[config.mk]
export PLATFORM = sky130hd
export DESIGN_NAME = pipeline_controller
export DESIGN_NICKNAME = d
export VERILOG_FILES = /design/src/rtl/srv1_pkg.sv /design/src/rtl/hazard_detect.sv /design/src/rtl/pipeline_controller.sv
export SDC_FILE = /design/constraint.sdc
export NUM_CORES = 1
export LEC_CHECK = 0
export ABC_AREA = 0
export CAP_MARGIN = 40
export CORE_ASPECT_RATIO = 0.6
export CORE_MARGIN = 2
export CORE_UTILIZATION = 40
export CTS_CLUSTER_DIAMETER = 200
export CTS_CLUSTER_SIZE = 25
export DETAILED_ROUTE_END_ITERATION = 16
export PLACE_DENSITY = 0.76
export SYNTH_ARGS = -nofsm -noshare
export SYNTH_HDL_FRONTEND = slang
export SYNTH_SLANG_ARGS = --single-unit
[constraint.sdc]
create_clock -name clk -period 4.72 [get_ports clk]
set_clock_uncertainty 0.2 [all_clocks]
set_input_delay 0.944 -clock clk [delete_from_list [all_inputs] [get_ports clk]]
set_output_delay 0.944 -clock clk [all_outputs]
set_load 0.01 [all_outputs]
[src/rtl/srv1_pkg.sv]
// Shared SRV1 pipeline encodings: controller state, register constants, stage control bundle.
package srv1_pkg;

  typedef enum logic [1:0] {
    RUN      = 2'd0,
    MEM_WAIT = 2'd1,
    REDIRECT = 2'd2
  } pipe_state_t;

  localparam logic [4:0] REG_X0 = 5'd0;

  typedef struct packed {
    logic fetch_en;
    logic decode_en;
    logic execute_en;
    logic memory_en;
    logic writeback_en;
    logic decode_flush;
    logic execute_flush;
  } stage_ctrl_t;

  localparam stage_ctrl_t CTRL_IDLE = '{
    fetch_en: 1'b0, decode_en: 1'b0, execute_en: 1'b0, memory_en: 1'b0,
    writeback_en: 1'b0, decode_flush: 1'b0, execute_flush: 1'b0};

  localparam stage_ctrl_t CTRL_RESET = '{
    fetch_en: 1'b0, decode_en: 1'b0, execute_en: 1'b0, memory_en: 1'b0,
    writeback_en: 1'b0, decode_flush: 1'b1, execute_flush: 1'b1};

  localparam stage_ctrl_t CTRL_RUN = '{
    fetch_en: 1'b1, decode_en: 1'b1, execute_en: 1'b1, memory_en: 1'b1,
    writeback_en: 1'b1, decode_flush: 1'b0, execute_flush: 1'b0};

endpackage

[src/rtl/hazard_detect.sv]
// Read-after-write detection between execute sources and memory/writeback destinations.
module hazard_detect
  import srv1_pkg::*;
(
  input  logic [4:0] exe_rs1_address,
  input  logic [4:0] exe_rs2_address,
  input  logic       exe_uses_rs1,
  input  logic       exe_uses_rs2,
  input  logic [4:0] mem_rd_address,
  input  logic       mem_writes_rd,
  input  logic [4:0] wb_rd_address,
  input  logic       wb_writes_rd,
  output logic       raw
);

  logic rs1_hit;
  logic rs2_hit;

  // No forwarding exists, so any live producer of a read source stalls; x0 is never produced.
  always_comb begin
    rs1_hit = exe_uses_rs1 && (exe_rs1_address != REG_X0) &&
              ((mem_writes_rd && (mem_rd_address == exe_rs1_address)) ||
               (wb_writes_rd  && (wb_rd_address  == exe_rs1_address)));
    rs2_hit = exe_uses_rs2 && (exe_rs2_address != REG_X0) &&
              ((mem_writes_rd && (mem_rd_address == exe_rs2_address)) ||
               (wb_writes_rd  && (wb_rd_address  == exe_rs2_address)));
    raw     = rs1_hit || rs2_hit;
  end

endmodule

[src/rtl/pipeline_controller.sv]
// Five-stage pipeline sequencer: stage enables, flushes, redirect bubbles and stall/flush counters.
module pipeline_controller
  import srv1_pkg::*;
#(
  parameter int unsigned FETCH_LATENCY = 1,
  parameter int unsigned CNT_W         = 16
) (
  input  logic             clk,
  input  logic             async_rst,
  input  logic             clk_en,
  input  logic [4:0]       exe_rs1_address,
  input  logic [4:0]       exe_rs2_address,
  input  logic             exe_uses_rs1,
  input  logic             exe_uses_rs2,
  input  logic             pc_jmp,
  input  logic [4:0]       mem_rd_address,
  input  logic             mem_writes_rd,
  input  logic [4:0]       wb_rd_address,
  input  logic             wb_writes_rd,
  input  logic             mem_busy,
  output logic             fetch_en,
  output logic             decode_en,
  output logic             execute_en,
  output logic             memory_en,
  output logic             writeback_en,
  output logic             decode_flush,
  output logic             execute_flush,
  output logic             pc_load,
  output logic [CNT_W-1:0] stall_count,
  output logic [CNT_W-1:0] flush_count
);

  localparam int unsigned RC_W = (FETCH_LATENCY > 0) ? $clog2(FETCH_LATENCY + 1) : 1;

  pipe_state_t     state, state_nxt;
  logic [RC_W-1:0] redir_cnt, redir_nxt;
  stage_ctrl_t     ctrl;
  logic            raw;
  logic            stall_inc;
  logic            flush_inc;

  hazard_detect u_hazard (
    .exe_rs1_address (exe_rs1_address),
    .exe_rs2_address (exe_rs2_address),
    .exe_uses_rs1    (exe_uses_rs1),
    .exe_uses_rs2    (exe_uses_rs2),
    .mem_rd_address  (mem_rd_address),
    .mem_writes_rd   (mem_writes_rd),
    .wb_rd_address   (wb_rd_address),
    .wb_writes_rd    (wb_writes_rd),
    .raw             (raw)
  );

  // Next-state and stage controls; MEM_WAIT re-evaluates like RUN as soon as the bus frees.
  always_comb begin
    ctrl      = CTRL_IDLE;
    pc_load   = 1'b0;
    state_nxt = state;
    redir_nxt = redir_cnt;
    stall_inc = 1'b0;
    flush_inc = 1'b0;
    if (async_rst) begin
      ctrl = CTRL_RESET;
    end else if (clk_en) begin
      case (state)
        RUN, MEM_WAIT: begin
          if (mem_busy) begin
            state_nxt = MEM_WAIT;
            stall_inc = 1'b1;
          end else if (raw) begin
            ctrl.memory_en     = 1'b1;
            ctrl.writeback_en  = 1'b1;
            ctrl.execute_flush = 1'b1;
            state_nxt          = RUN;
            stall_inc          = 1'b1;
          end else if (pc_jmp) begin
            ctrl               = CTRL_RUN;
            ctrl.decode_flush  = 1'b1;
            ctrl.execute_flush = 1'b1;
            pc_load            = 1'b1;
            flush_inc          = 1'b1;
            if (FETCH_LATENCY > 0) begin
              state_nxt = REDIRECT;
              redir_nxt = RC_W'(FETCH_LATENCY);
            end else begin
              state_nxt = RUN;
            end
          end else begin
            ctrl      = CTRL_RUN;
            state_nxt = RUN;
          end
        end
        REDIRECT: begin
          if (mem_busy) begin
            stall_inc = 1'b1;
          end else begin
            ctrl              = CTRL_RUN;
            ctrl.decode_flush = 1'b1;
            if (redir_cnt <= RC_W'(1)) begin
              state_nxt = RUN;
              redir_nxt = '0;
            end else begin
              redir_nxt = redir_cnt - RC_W'(1);
            end
          end
        end
        default: begin
          state_nxt = RUN;
          redir_nxt = '0;
        end
      endcase
    end
  end

  assign fetch_en      = ctrl.fetch_en;
  assign decode_en     = ctrl.decode_en;
  assign execute_en    = ctrl.execute_en;
  assign memory_en     = ctrl.memory_en;
  assign writeback_en  = ctrl.writeback_en;
  assign decode_flush  = ctrl.decode_flush;
  assign execute_flush = ctrl.execute_flush;

  // State, bubble counter and saturating performance counters.
  always_ff @(posedge clk or posedge async_rst) begin
    if (async_rst) begin
      state       <= RUN;
      redir_cnt   <= '0;
      stall_count <= '0;
      flush_count <= '0;
    end else if (clk_en) begin
      state     <= state_nxt;
      redir_cnt <= redir_nxt;
      if (stall_inc && (stall_count != {CNT_W{1'b1}})) begin
        stall_count <= stall_count + CNT_W'(1);
      end
      if (flush_inc && (flush_count != {CNT_W{1'b1}})) begin
        flush_count <= flush_count + CNT_W'(1);
      end
    end
  end

endmodule

==> results.toml, run 1 <==
[status]
status = "completed"

[yosys]
synth.distinct_cells = 34
netlist_top_cells_area = "dfrtp_1 43%, xor2_1 13%, xnor2_1 9.8%, nand3_1 3.1%, nor3_1 2.8%"
synth.net_count = 225
ys_seq_area_share_pct = 43.4
yosys_register_bits = 34
synth_top_area_share_pct = 43.4
synth-edff-count = 0
yosys_warnings = 0
async_reset_ff_share_pct = 100
syn_area_mm2 = 0.00196
ys.flop_type = "dfrtp_1"
syn_area_per_cell_um2 = 10.1
syn_inst = 194
yosys.area.top_type = "dfrtp_1"

[routing]
via_per_inst = 5.17
vias = 1690
first_iter_violations = 59
dr.pass1.iters = 4
detail-route-antenna-nets = 0
wl_mm = 4.91
wire_per_inst_um = 15.0
drc = 0

[grt]
grt_overflow_total = 0
grt_max_degree = 31
grt_pass1_vias = 1671
antenna_found_initial = 0
grt_usage_pct = 20.2
grt_pass1_wl_mm = 8.37

[critical_path]
r2r_slack_ps = 2180
critPathKind = "in2out"
r2r-end = "stall_count[13]"
r2r_cells = 7
critPathRequiredTime_ps = 3580
path_max_fanout = 5
crit_path_start_kind = "primary input"
r2r_start = "stall_count[0]"
crit_arrival_ps = 3400
cp-end-kind = "primary output"

[cts]
clock-root-buffer = "clkbuf_8"
cts-resized-gates = 0
postCtsSetupRepairBufs = 0
clk_pin_slew_worst_paths_ps = 60
cts_max_path_buffers = 2
h-tree-depth = 2
cts_sinks = 34
cts_tree = "yes"
cts_made_buffers = 5
clkLatencyLatePin_ps = 290
ctsHoldBuffers = 0

[floorplan]
ios = 69
rows = 19
dieHeight_um = 58.2
start_util_pct = 42.3
die_area_mm2 = 0.00549
die_width_um = 94.4
coreArea_mm2 = 0.00464

[placed_design]
place.gp.congestion = 0.920
dpl_cell_area_mm2 = 0.00268
portBuffers = 68
dpl.hpwl_mm = 3.81

[sta]
tightest_slew_ps = 680
hold_viol_final = 0
rsz0062_at_grt = "no"
fin_crit_ps = 4540
setup_viol = 0
final.setup.tns_ps = 0
slew_viol_final = 0
relSlewSlack_pct = 54.7
fmax_mhz = 220
finalCritPeriodShare_pct = 96.2

[worst_hold_path]
hold_depth = 1
hold_end = "stall_count[10]"
hold_class = "reg2reg"
hp-start = "stall_count[10]"

[cells_and_area]
fill_cells = 403
syn_to_final_growth_pct = 42.4
diodes = 0
fin_nets = 294
postLayoutCellArea_mm2 = 0.00279
drive_above_1_share_pct = 5.68

[pwr]
p_clk_share_pct = 29.1
p_int_uw = 612
power_density_mw_per_mm2 = 310
p_seq_share_pct = 44.1
power_switching_uw = 252
p_leak_nw = 1.19
ir_worst_vdd_v = 0.000276
swShare_pct = 29.2
pwr-share-comb_pct = 26.8

[job]
maxCapViolCount = 0
## sequential cells by signal (all words and copies together), names as in the netlist
signal / cells
flush_count: 16
stall_count: 16
state: 2
## routing by layer
layer | routed length (µm) | up-vias | GRT usage [%]
met5 | 0 | - | 0
met1 | 2450 | 810 | 30.1
met3 | 354 | 7 | 6.37
met2 | 2040 | 57 | 27.8
met4 | 62 | 0 | 7.04
li1 | - | 816 | -
## critical path, cell delays in order
cell	delay [ps]
clkdlybuf4s50_1	490
or4_1	550
o21ai_2	170
o22ai_2	170
nor2_1	120
a21oi_1	50
nor3_1	280
clkdlybuf4s50_1	620
## per-stage QoR
stage / total power [mW] / util, % / instances / setup WS, ps / hold slack, ps
6_report: 0.865 / 60.2 / 327 / 178 / 293
3_5_place_dp: 0.617 / 57.8 / 319 / 178 / 280
5_1_grt: 0.918 / 60.2 / 327 / 31.4 / 316
4_1_cts: 0.873 / 60.2 / 327 / 175 / 296
3_3_place_gp: 0.612 / 57.8 / 319 / 131 / 284
2_1_floorplan: 0.483 / - / 194 / 930 / 272
## worst max-delay path by stage
stage,cells past startpoint,start,endpoint,slack (ps)
floorplan,4,async_rst,execute_en,930
global placement,8,mem_rd_address[4],execute_flush,130
detailed placement,8,exe_rs1_address[0],decode_flush,180
CTS,8,exe_rs1_address[0],decode_flush,170
global route,8,exe_rs2_address[3],fetch_en,30
finish,8,exe_rs2_address[3],fetch_en,180
## cell families after synthesis
logic type	after synthesis	synth area share, %
adder cells (fa/ha/maj)	2	1.28
flip-flops	34	43.4
buffers and inverters	16	4.09
XOR/XNOR	50	22.3
multiplexers	2	1.15
AO/OA/AOI/OAI	16	7.34
AND/OR/NAND/NOR	74	20.4
## Yosys cell counts, types with 2 or more instances
cell type	instances
inv_1	9
a21o_1	2
xor2_1	28
nand3_1	12
o21ai_0	2
o21ai_2	2
clkbuf_1	2
dfrtp_1	34
nand4_1	5
a32oi_1	2
and4_1	4
ha_1	2
nor4_1	6
nand2_1	12
buf_4	3
and3_1	6
nor2_1	8
nor3_1	11
xnor2_1	22
mux2_2	2
and2_1	4
nand2b_1	2
a21oi_1	2
or4_1	2
## layout make-up
type | count | area (µm²) | share of cell area [%]
multi-input cells | 144 | 1030 | 36.9
flip-flops and latches | 34 | 851 | 30.5
repair buffers | 69 | 688 | 24.7
clock buffers | 8 | 110 | 3.95
well taps | 63 | 78.8 | 2.83
inverters | 9 | 33.8 | 1.21
## cell usage in the layout, fill, tap and decap left out, drive strengths merged
cell type / instances
and2: 4
mux2: 2
and4: 4
a21oi: 2
or4: 2
clkbuf: 8
nand3: 12
a32oi: 2
xor2: 28
nand2: 12
o31ai: 1
nor3: 11
nand2b: 2
a21o: 2
a211oi: 1
a2111o: 1
nand3b: 1
o221ai: 1
o21ai: 4
and3: 6
ha: 2
nor2: 8
buf: 1
dfrtp: 34
nand4: 5
a311oi: 1
nor4: 6
clkdlybuf4s50: 68
o22ai: 1
xnor2: 22
nor3b: 1
inv: 9
## power groups by stage
stage               registers [mW]  clock network, mW  logic (mW)
floorplan                    0.390                  0      0.0933
global placement             0.384                  0       0.228
detailed placement           0.385                  0       0.231
CTS                          0.381              0.259       0.233
global route                 0.389              0.274       0.256
finish                       0.382              0.252       0.231
Note: power is estimated with default switching activity, not from simulation.
==> inputs of run 2 (changes only) <==
--- a/config.mk
+++ b/config.mk
@@ -13,7 +13,9 @@
 export CTS_CLUSTER_DIAMETER = 200
 export CTS_CLUSTER_SIZE = 25
 export DETAILED_ROUTE_END_ITERATION = 16
+export GPL_TIMING_DRIVEN = 0
 export PLACE_DENSITY = 0.76
+export REMOVE_ABC_BUFFERS = 1
 export SYNTH_ARGS = -nofsm -noshare
 export SYNTH_HDL_FRONTEND = slang
 export SYNTH_SLANG_ARGS = --single-unit
==> run 2 against run 1 <==
Against the previous run: fmax is 1.1% lower; register-to-register slack worse by 70 ps; design area is 0.22% higher; flip-flop and latch count stayed put; hold slack worse by 8.6 ps; utilization is 0.13 points higher; clock power is 12% lower; largest power group unchanged.
==> results.toml, run 2 (same netlist as run 1, synthesis figures left out) <==
[grt]
met2_usage_pct = 25.3
met1_usage_pct = 27.3
grt_pass1_vias = 1589
use_met3_pct = 5.46
grt_pass1_wl_mm = 7.55
grt_overflow_total = 0
grt_max_degree = 20
grt-busiest-layer = "met1"
antenna_found_initial = 0
grt_usage_pct = 18.1

[cts]
cts_made_buffers = 5
clk_pin_slew_worst_paths_ps = 70
cts_sinks = 34
cts_max_path_buffers = 2
clkLatencyLatePin_ps = 290
cts_tree = "yes"
h-tree-depth = 2
ctsHoldBuffers = 0
clock-root-buffer = "clkbuf_8"

[sta]
slew_viol_final = 0
fin_crit_ps = 4590
fmax_mhz = 218
relSlewSlack_pct = 48.8
setup_viol = 0
finalCritPeriodShare_pct = 97.3
tightest_slew_ps = 768
holdWs_ps = 285
hold_viol_final = 0
worst_slack_ps = 127

[routing]
vias = 1641
detail-route-antenna-nets = 0
wire_per_inst_um = 14.1
wl_mm = 4.60
via_per_inst = 5.02
first_iter_violations = 75
drc = 0
dr.pass1.iters = 4

[placed_design]
place_ws_ps = 121
dpl_cell_area_mm2 = 0.00270
place.gp.congestion = 0.890
dpl.hpwl_mm = 3.54
portBuffers = 68

[critical_path]
critPathMostFrequentCell = "clkdlybuf4s50_1"
critPathRequiredTime_ps = 3580
r2r_slack_ps = 2110
crit_buf_inv = 2
crit_path_start_kind = "primary input"
crit_path_cell_trace = "clkdlybuf4s50_1 -> or4_1 -> o21ai_2 -> o22ai_2 -> nor2_1 -> a21oi_1 -> nor3_1 -> clkdlybuf4s50_1"
crit_arrival_ps = 3450
cp_top_family = "buffers and inverters"
crit_path_max_incr_delay_ps = 610
critPathKind = "in2out"
critPathSlowestCell = "clkdlybuf4s50_1"
cp-end-kind = "primary output"
path_max_fanout = 5

[cells_and_area]
top_regs = "flush_count (16), stall_count (16), state (2)"
fill_cells = 399
drive_above_1_share_pct = 5.68
diodes = 0
postLayoutCellArea_mm2 = 0.00280
syn_to_final_growth_pct = 42.7
most-common-layout-cells = "68 x clkdlybuf4s50_1, 34 x dfrtp_1, 28 x xor2_1"
layout_commonest_cell = "clkdlybuf4s50_1"
fin_nets = 294
seq_area_um2 = 851
multi_input_area_mm2 = 0.00103

[floorplan]
rows = 19
ios = 69
coreArea_mm2 = 0.00464
dieHeight_um = 58.2
die_area_mm2 = 0.00549
die_width_um = 94.4
start_util_pct = 42.3

[worst_hold_path]
hold_class = "reg2reg"

[pwr]
p_leak_nw = 1.19
power_density_mw_per_mm2 = 298
ir_worst_vdd_v = 0.000280

[status]
status = "completed"

[job]
maxCapViolCount = 0
==> run 2: cell count changes in the layout (fill, tap and decap cells not counted), sizes merged <==
| cell | change |
|---|---|
| clkbuf | -1 |
| clkinv | +1 |
==> run 2: where the power goes <==
part	leakage (nW)	internal (mW)	switching [mW]	total, mW
combinational	0.705	0.137	0.0932	0.230
clock	0.0482	0.118	0.105	0.223
sequential	0.440	0.330	0.0496	0.379
==> run 2: per-stage QoR <==
step	total power, mW	utilization (%)	std cells	TNS, ps
6_report	0.833	60.3	327	0
2_1_floorplan	0.480	-	187	0
3_5_place_dp	0.616	58.2	319	0
4_1_cts	0.841	60.2	327	0
3_3_place_gp	0.609	57.7	318	-1290
5_1_grt	0.891	60.3	327	-2.65
==> run 2: worst paths after layout <==
path	from	end	depth (start not counted)
worst min register to register	stall_count[14]	stall_count[14]	1
worst max-delay path	exe_rs1_address[0]	decode_en	8
max in group asynchronous	async_rst	stall_count[2]	3
worst min-delay path	stall_count[14]	stall_count[14]	1
worst max register to register	stall_count[0]	stall_count[13]	7
min in group asynchronous	async_rst	flush_count[2]	2
==> run 2: cell type report <==
type / instances / area share, %
well taps: 63 / 2.82
multi-input cells: 144 / 37.0
clock buffers: 7 / 3.09
inverters: 9 / 1.21
clock inverters: 1 / 0.179
repair buffers: 69 / 25.3
flip-flops and latches: 34 / 30.4
==> run 2: repair_timing <==
| action | CTS | global route |
|---|---|---|
| endpoints found under the hold margin | 0 | 0 |
| resized for setup | 0 | 1 |
| setup endpoints to repair | 0 | 1 |
| setup buffers | 0 | 0 |
==> run 2: metal layers <==
metal	routed length (µm)	part of all wire (%)
met5	0	0
met4	54	1.2
met3	282	6.1
met2	1890	41
met1	2370	52
==> inputs of run 3 (changes only) <==
--- a/config.mk
+++ b/config.mk
@@ -5,7 +5,6 @@
 export SDC_FILE = /design/constraint.sdc
 export NUM_CORES = 1
 export LEC_CHECK = 0
-export ABC_AREA = 0
 export CAP_MARGIN = 40
 export CORE_ASPECT_RATIO = 0.6
 export CORE_MARGIN = 2
==> results of run 3 <==
Same layout as run 2: the final DEF is identical, and so are final timing and power.
==> RTL edit 1, RTL diff (flow settings as in run 2) <==
The parameter `FETCH_LATENCY` goes from 1 to 2.
--- a/src/rtl/pipeline_controller.sv
+++ b/src/rtl/pipeline_controller.sv
@@ -4,3 +4,3 @@
 #(
-  parameter int unsigned FETCH_LATENCY = 1,
+  parameter int unsigned FETCH_LATENCY = 2,
   parameter int unsigned CNT_W         = 16
Formal check against the unedited RTL: not equivalent (a bounded check fails within 4 cycles, from zero or initial values and one cycle with async_rst high).
==> RTL edit 1 against run 2 <==
- setup slack worse by 5.1 ps
- synthesized cell count up 12%
- utilization down 3.1 points
- die area up 5.2%
- sequential cell count up 2
- power up 8.8%
- wire length up 9.1%
- critical path depth down 2
- via count up 9.2%
- non-clock buffer count down 1
- sequential share of layout area up 0.89 points
- synthesized area up 5.6%
- final area up 2.9%
- critical path type unchanged
- critical endpoint is now pc_load
- largest cell class unchanged
- highest routed layer unchanged
==> RTL edit 1: results <==
{
  "antenna_found_initial": 0,
  "crit_start": "exe_rs2_address[0]",
  "holdCritStartpoint": "redir_cnt[0]$_DFFE_PP0P_",
  "wire_per_inst_um": 14.3,
  "via_count": 1792,
  "synth-main-ff-cell": "dfrtp_1",
  "powerComb_uw": 261,
  "fillers": 458,
  "antenna_cells": 0,
  "critical_path_arrival_ps": 3450,
  "clock_latency_ps": 280,
  "irDropWorstVdd_mv": 0.240,
  "gp_congestion": 0.815,
  "clock_path_buffers": 2,
  "finalNetCount": 316,
  "r2r-start": "stall_count[4]$_DFFE_PP0P_",
  "grt_use_total_pct": 18.5,
  "grt_pass1_wl_mm": 8.51,
  "powerSeq_uw": 422,
  "numPortBuffers": 68,
  "cp_max_fo": 6,
  "hpwl_mm": 3.77,
  "top_regs": "flush_count (16), stall_count (16)",
  "ant_nets": 0,
  "numCtsBuffers": 5,
  "synthTopCellsByArea": "dfrtp_1, xnor2_1, xor2_1",
  "grt_max_degree": 38,
  "placed_cells": 344,
  "status": "finished clean",
  "async_flop_share_pct": 100,
  "h-tree-depth": 2,
  "drive_gt1_share_pct": 4.55,
  "critPathSlowestCell": "clkdlybuf4s50_1",
  "synth.yosys.seq_area_share_pct": 43.6,
  "crit_family": "buffers and inverters",
  "postCtsSetupRepairBufs": 0,
  "drt_iter0_drc": 64,
  "dr.pass1.iters": 4,
  "leakage_uw": 0.00122,
  "cpPeakStageDelay_ps": 610,
  "ys_warn_count": 0,
  "netSwitchingFraction_pct": 31.5,
  "cts_root_buf": "clkbuf_8",
  "place_area_um2": 2780,
  "hp-class": "flop to flop",
  "clkSlewWorstSetupHoldPaths_ps": 70,
  "wl_mm": 5.02,
  "synth_common_cells": "dfrtp_1, xnor2_1, nor2_1",
  "yosys.cell_types.count": 38,
  "worstMarginPinSlew_ps": 786,
  "grt_pass1_vias": 1722,
  "netlist_instances": 217,
  "switchingPower_uw": 285
}
## RTL edit 1: path summary, 6_finish.rpt
| path | endpoint | slack (ps) | cells after the start |
|---|---|---|---|
| hold reg to reg | redir_cnt[0]$_DFFE_PP0P_ | 290 | 1 |
| max in group asynchronous | flush_count[8]$_DFFE_PP0P_ | 2850 | 2 |
| hold / removal | redir_cnt[0]$_DFFE_PP0P_ | 290 | 1 |
| setup / recovery | pc_load | 120 | 6 |
| min in group asynchronous | flush_count[12]$_DFFE_PP0P_ | 990 | 2 |
| setup reg to reg | stall_count[1]$_DFFE_PP0P_ | 2080 | 6 |
## RTL edit 1: kinds of logic after synthesis
logic type	after synthesis	share of synthesized area (%)
simple gates	93	22.1
xor+xnor	49	20.8
flops	36	43.6
compound gates	20	6.90
buf+inv	14	3.81
mux	3	1.63
fa+ha+maj	2	1.21
## RTL edit 1: through the flow
stage / utilization [%] / worst slack [ps]
after floorplan: - / 1140
after global placement: 55.2 / 24.4
after detailed placement: 55.2 / -22.1
after CTS: 57.1 / 136
after global routing: 57.2 / 55.1
final: 57.2 / 122
## RTL edit 1: routing by layer
metal	wire length, um	vias up	GRT usage [%]
met3	369	6	5.96
met1	2560	836	27.0
met5	0	-	0
met4	49	0	6.04
met2	2030	68	26.0
li1	-	882	-
## RTL edit 1: final cells by class
| class | instances | area, um2 | area share (%) |
|---|---|---|---|
| Multi-Input combinational cell | 167 | 1100 | 38.1 |
| Sequential cell | 36 | 901 | 31.3 |
| Timing Repair Buffer | 68 | 681 | 23.7 |
| Clock buffer | 8 | 90.1 | 3.13 |
| Tap cell | 66 | 82.6 | 2.87 |
| Inverter | 7 | 26.3 | 0.913 |
## RTL edit 1: timing repair
action	4_1_cts	5_1_grt
hold buffers	0	0
setup endpoints to repair	1	3
hold endpoints to repair	0	0
resized for setup	1	1
==> RTL edit 2, RTL diff (settings of run 2) <==
Made on the original files. Make the reset (`async_rst`) synchronous in one clocked block.
--- a/src/rtl/pipeline_controller.sv
+++ b/src/rtl/pipeline_controller.sv
@@ -123,3 +123,3 @@
   // State, bubble counter and saturating performance counters.
-  always_ff @(posedge clk or posedge async_rst) begin
+  always_ff @(posedge clk) begin
     if (async_rst) begin
Check against the original RTL: differs if async_rst is asserted again (counterexample within 4 cycles, from zero or initial values and one cycle with async_rst high); with async_rst held inactive, the same outputs for 4 cycles.
==> RTL edit 2 against run 2 <==
- sequential cell count unchanged
- final area increased by 4.7%
- synthesized area increased by 7.7%
- synthesized cell count increased by 33%
- wire length increased by 32%
- highest routed layer unchanged
- setup slack improved by 92 ps
- via count increased by 36%
- critical path type unchanged
Power is not compared: it rests on default switching activity, and its combinational part moved more than twofold at a synthesized area within 25%.
==> RTL edit 2: results <==
{
  "status": "finished clean",
  "drt_iter0_drc": 162,
  "synth-main-ff-cell": "dfxtp_1",
  "bufAreaShareNonClock_pct": 24.1,
  "multi_input_area_um2": 1350,
  "whs_ps": 296,
  "whs_endpoint": "stall_count[9]$_SDFFE_PP0P_",
  "final_util_pct": 57.7,
  "wl_mm": 6.05,
  "r2r_setup_slack_ps": 1660,
  "gp_congestion": 0.933,
  "yosys.cell_types.count": 49,
  "r2r-start": "flush_count[6]$_SDFFE_PP0P_",
  "numPortBuffers": 68,
  "synth_common_cells": "dfxtp_1, nand2_1, a21oi_1",
  "clk_share_pct": 3.12,
  "finalNetCount": 352,
  "antenna_cells": 0,
  "cp_max_fo": 6,
  "critPathSlowestCell": "or4_4",
  "reg2reg_to": "flush_count[14]$_SDFFE_PP0P_",
  "grt_pass1_vias": 2073,
  "sh_seq_area_pct": 23.2,
  "holdCritStartpoint": "stall_count[9]$_SDFFE_PP0P_",
  "async_flop_share_pct": 0,
  "rows": 20,
  "cpPeakStageDelay_ps": 570,
  "synthTopCellsByArea": "dfxtp_1, xor2_1, a21oi_1",
  "place_area_um2": 2840,
  "synth.yosys.seq_area_share_pct": 32.3,
  "syn_avg_cell_area_um2": 8.18,
  "clock.fmax_mhz": 222,
  "critical_path_arrival_ps": 3360,
  "drive_gt1_share_pct": 7.14,
  "whs_path_depth": 2,
  "fillers": 477,
  "irDropWorstVdd_mv": 0.134,
  "via_count": 2229,
  "hpwl_mm": 4.53,
  "grt_pass1_wl_mm": 10.1,
  "nNonClkInverters": 4,
  "grt_max_degree": 28,
  "wire_per_inst_um": 15.6,
  "grt_use_total_pct": 21.3,
  "worstMarginPinSlew_ps": 880,
  "placed_cells": 380,
  "multi_input_gates": 206,
  "n_all_buffers": 70
}
-- RTL edit 2: changes by cell type in the layout (fill, tap and decap cells not counted), moves of 8 or more --
cell	change
nor3_1	-8
a21oi_1	+20
nor2_1	+9
dfrtp_1	-34
or4_1	+11
dfxtp_1	+34
o31ai_1	+8
nand2_1	+12
xor2_1	-12
xnor2_1	-13
-- RTL edit 2: kinds of logic after synthesis --
group                      after synthesis  synth area share (%)
and+or+nand+nor                        112                  29.3
AOI/OAI and AO/OA                       63                  20.9
DFF                                     34                  32.3
xor gates and xnor gates                25                  10.4
buffers and inverters                   18                  3.91
muxes                                    4                  2.08
adders and majority gates                2                  1.19
-- RTL edit 2: report_power, final --
part / internal, uW / total [uW] / switching [uW] / leakage [uW]
Clock: 118 / 230 / 112 / 0.0000482
Sequential: 289 / 291 / 2.45 / 0.000274
Combinational: 47.8 / 98.3 / 50.6 / 0.000635
-- RTL edit 2: worst max-delay path by stage --
stage,from,to,cells past startpoint
finish,exe_rs1_address[3],decode_flush,8
global route,exe_rs1_address[4],decode_flush,9
CTS,exe_rs1_address[3],decode_flush,8
detailed placement,exe_rs1_address[3],decode_flush,8
global placement,async_rst,decode_flush,4
floorplan,exe_rs1_address[0],stall_count[12]$_SDFFE_PP0P_,6
-- RTL edit 2: worst max-delay path: cells and delay by family --
| kind | cells | cell delay (ps) |
|---|---|---|
| buffers and inverters | 2 | 1090 |
| AND/OR/NAND/NOR | 2 | 780 |
| AO/OA/AOI/OAI | 4 | 540 |
-- RTL edit 2: layer usage --
| metal | routed length [um] | up-vias | GRT usage, % |
|---|---|---|---|
| li1 | - | 1093 | - |
| met1 | 3070 | 1056 | 30.9 |
| met2 | 2560 | 74 | 32.4 |
| met3 | 367 | 6 | 4.44 |
| met4 | 55 | 0 | 5.56 |
| met5 | 0 | - | 0 |
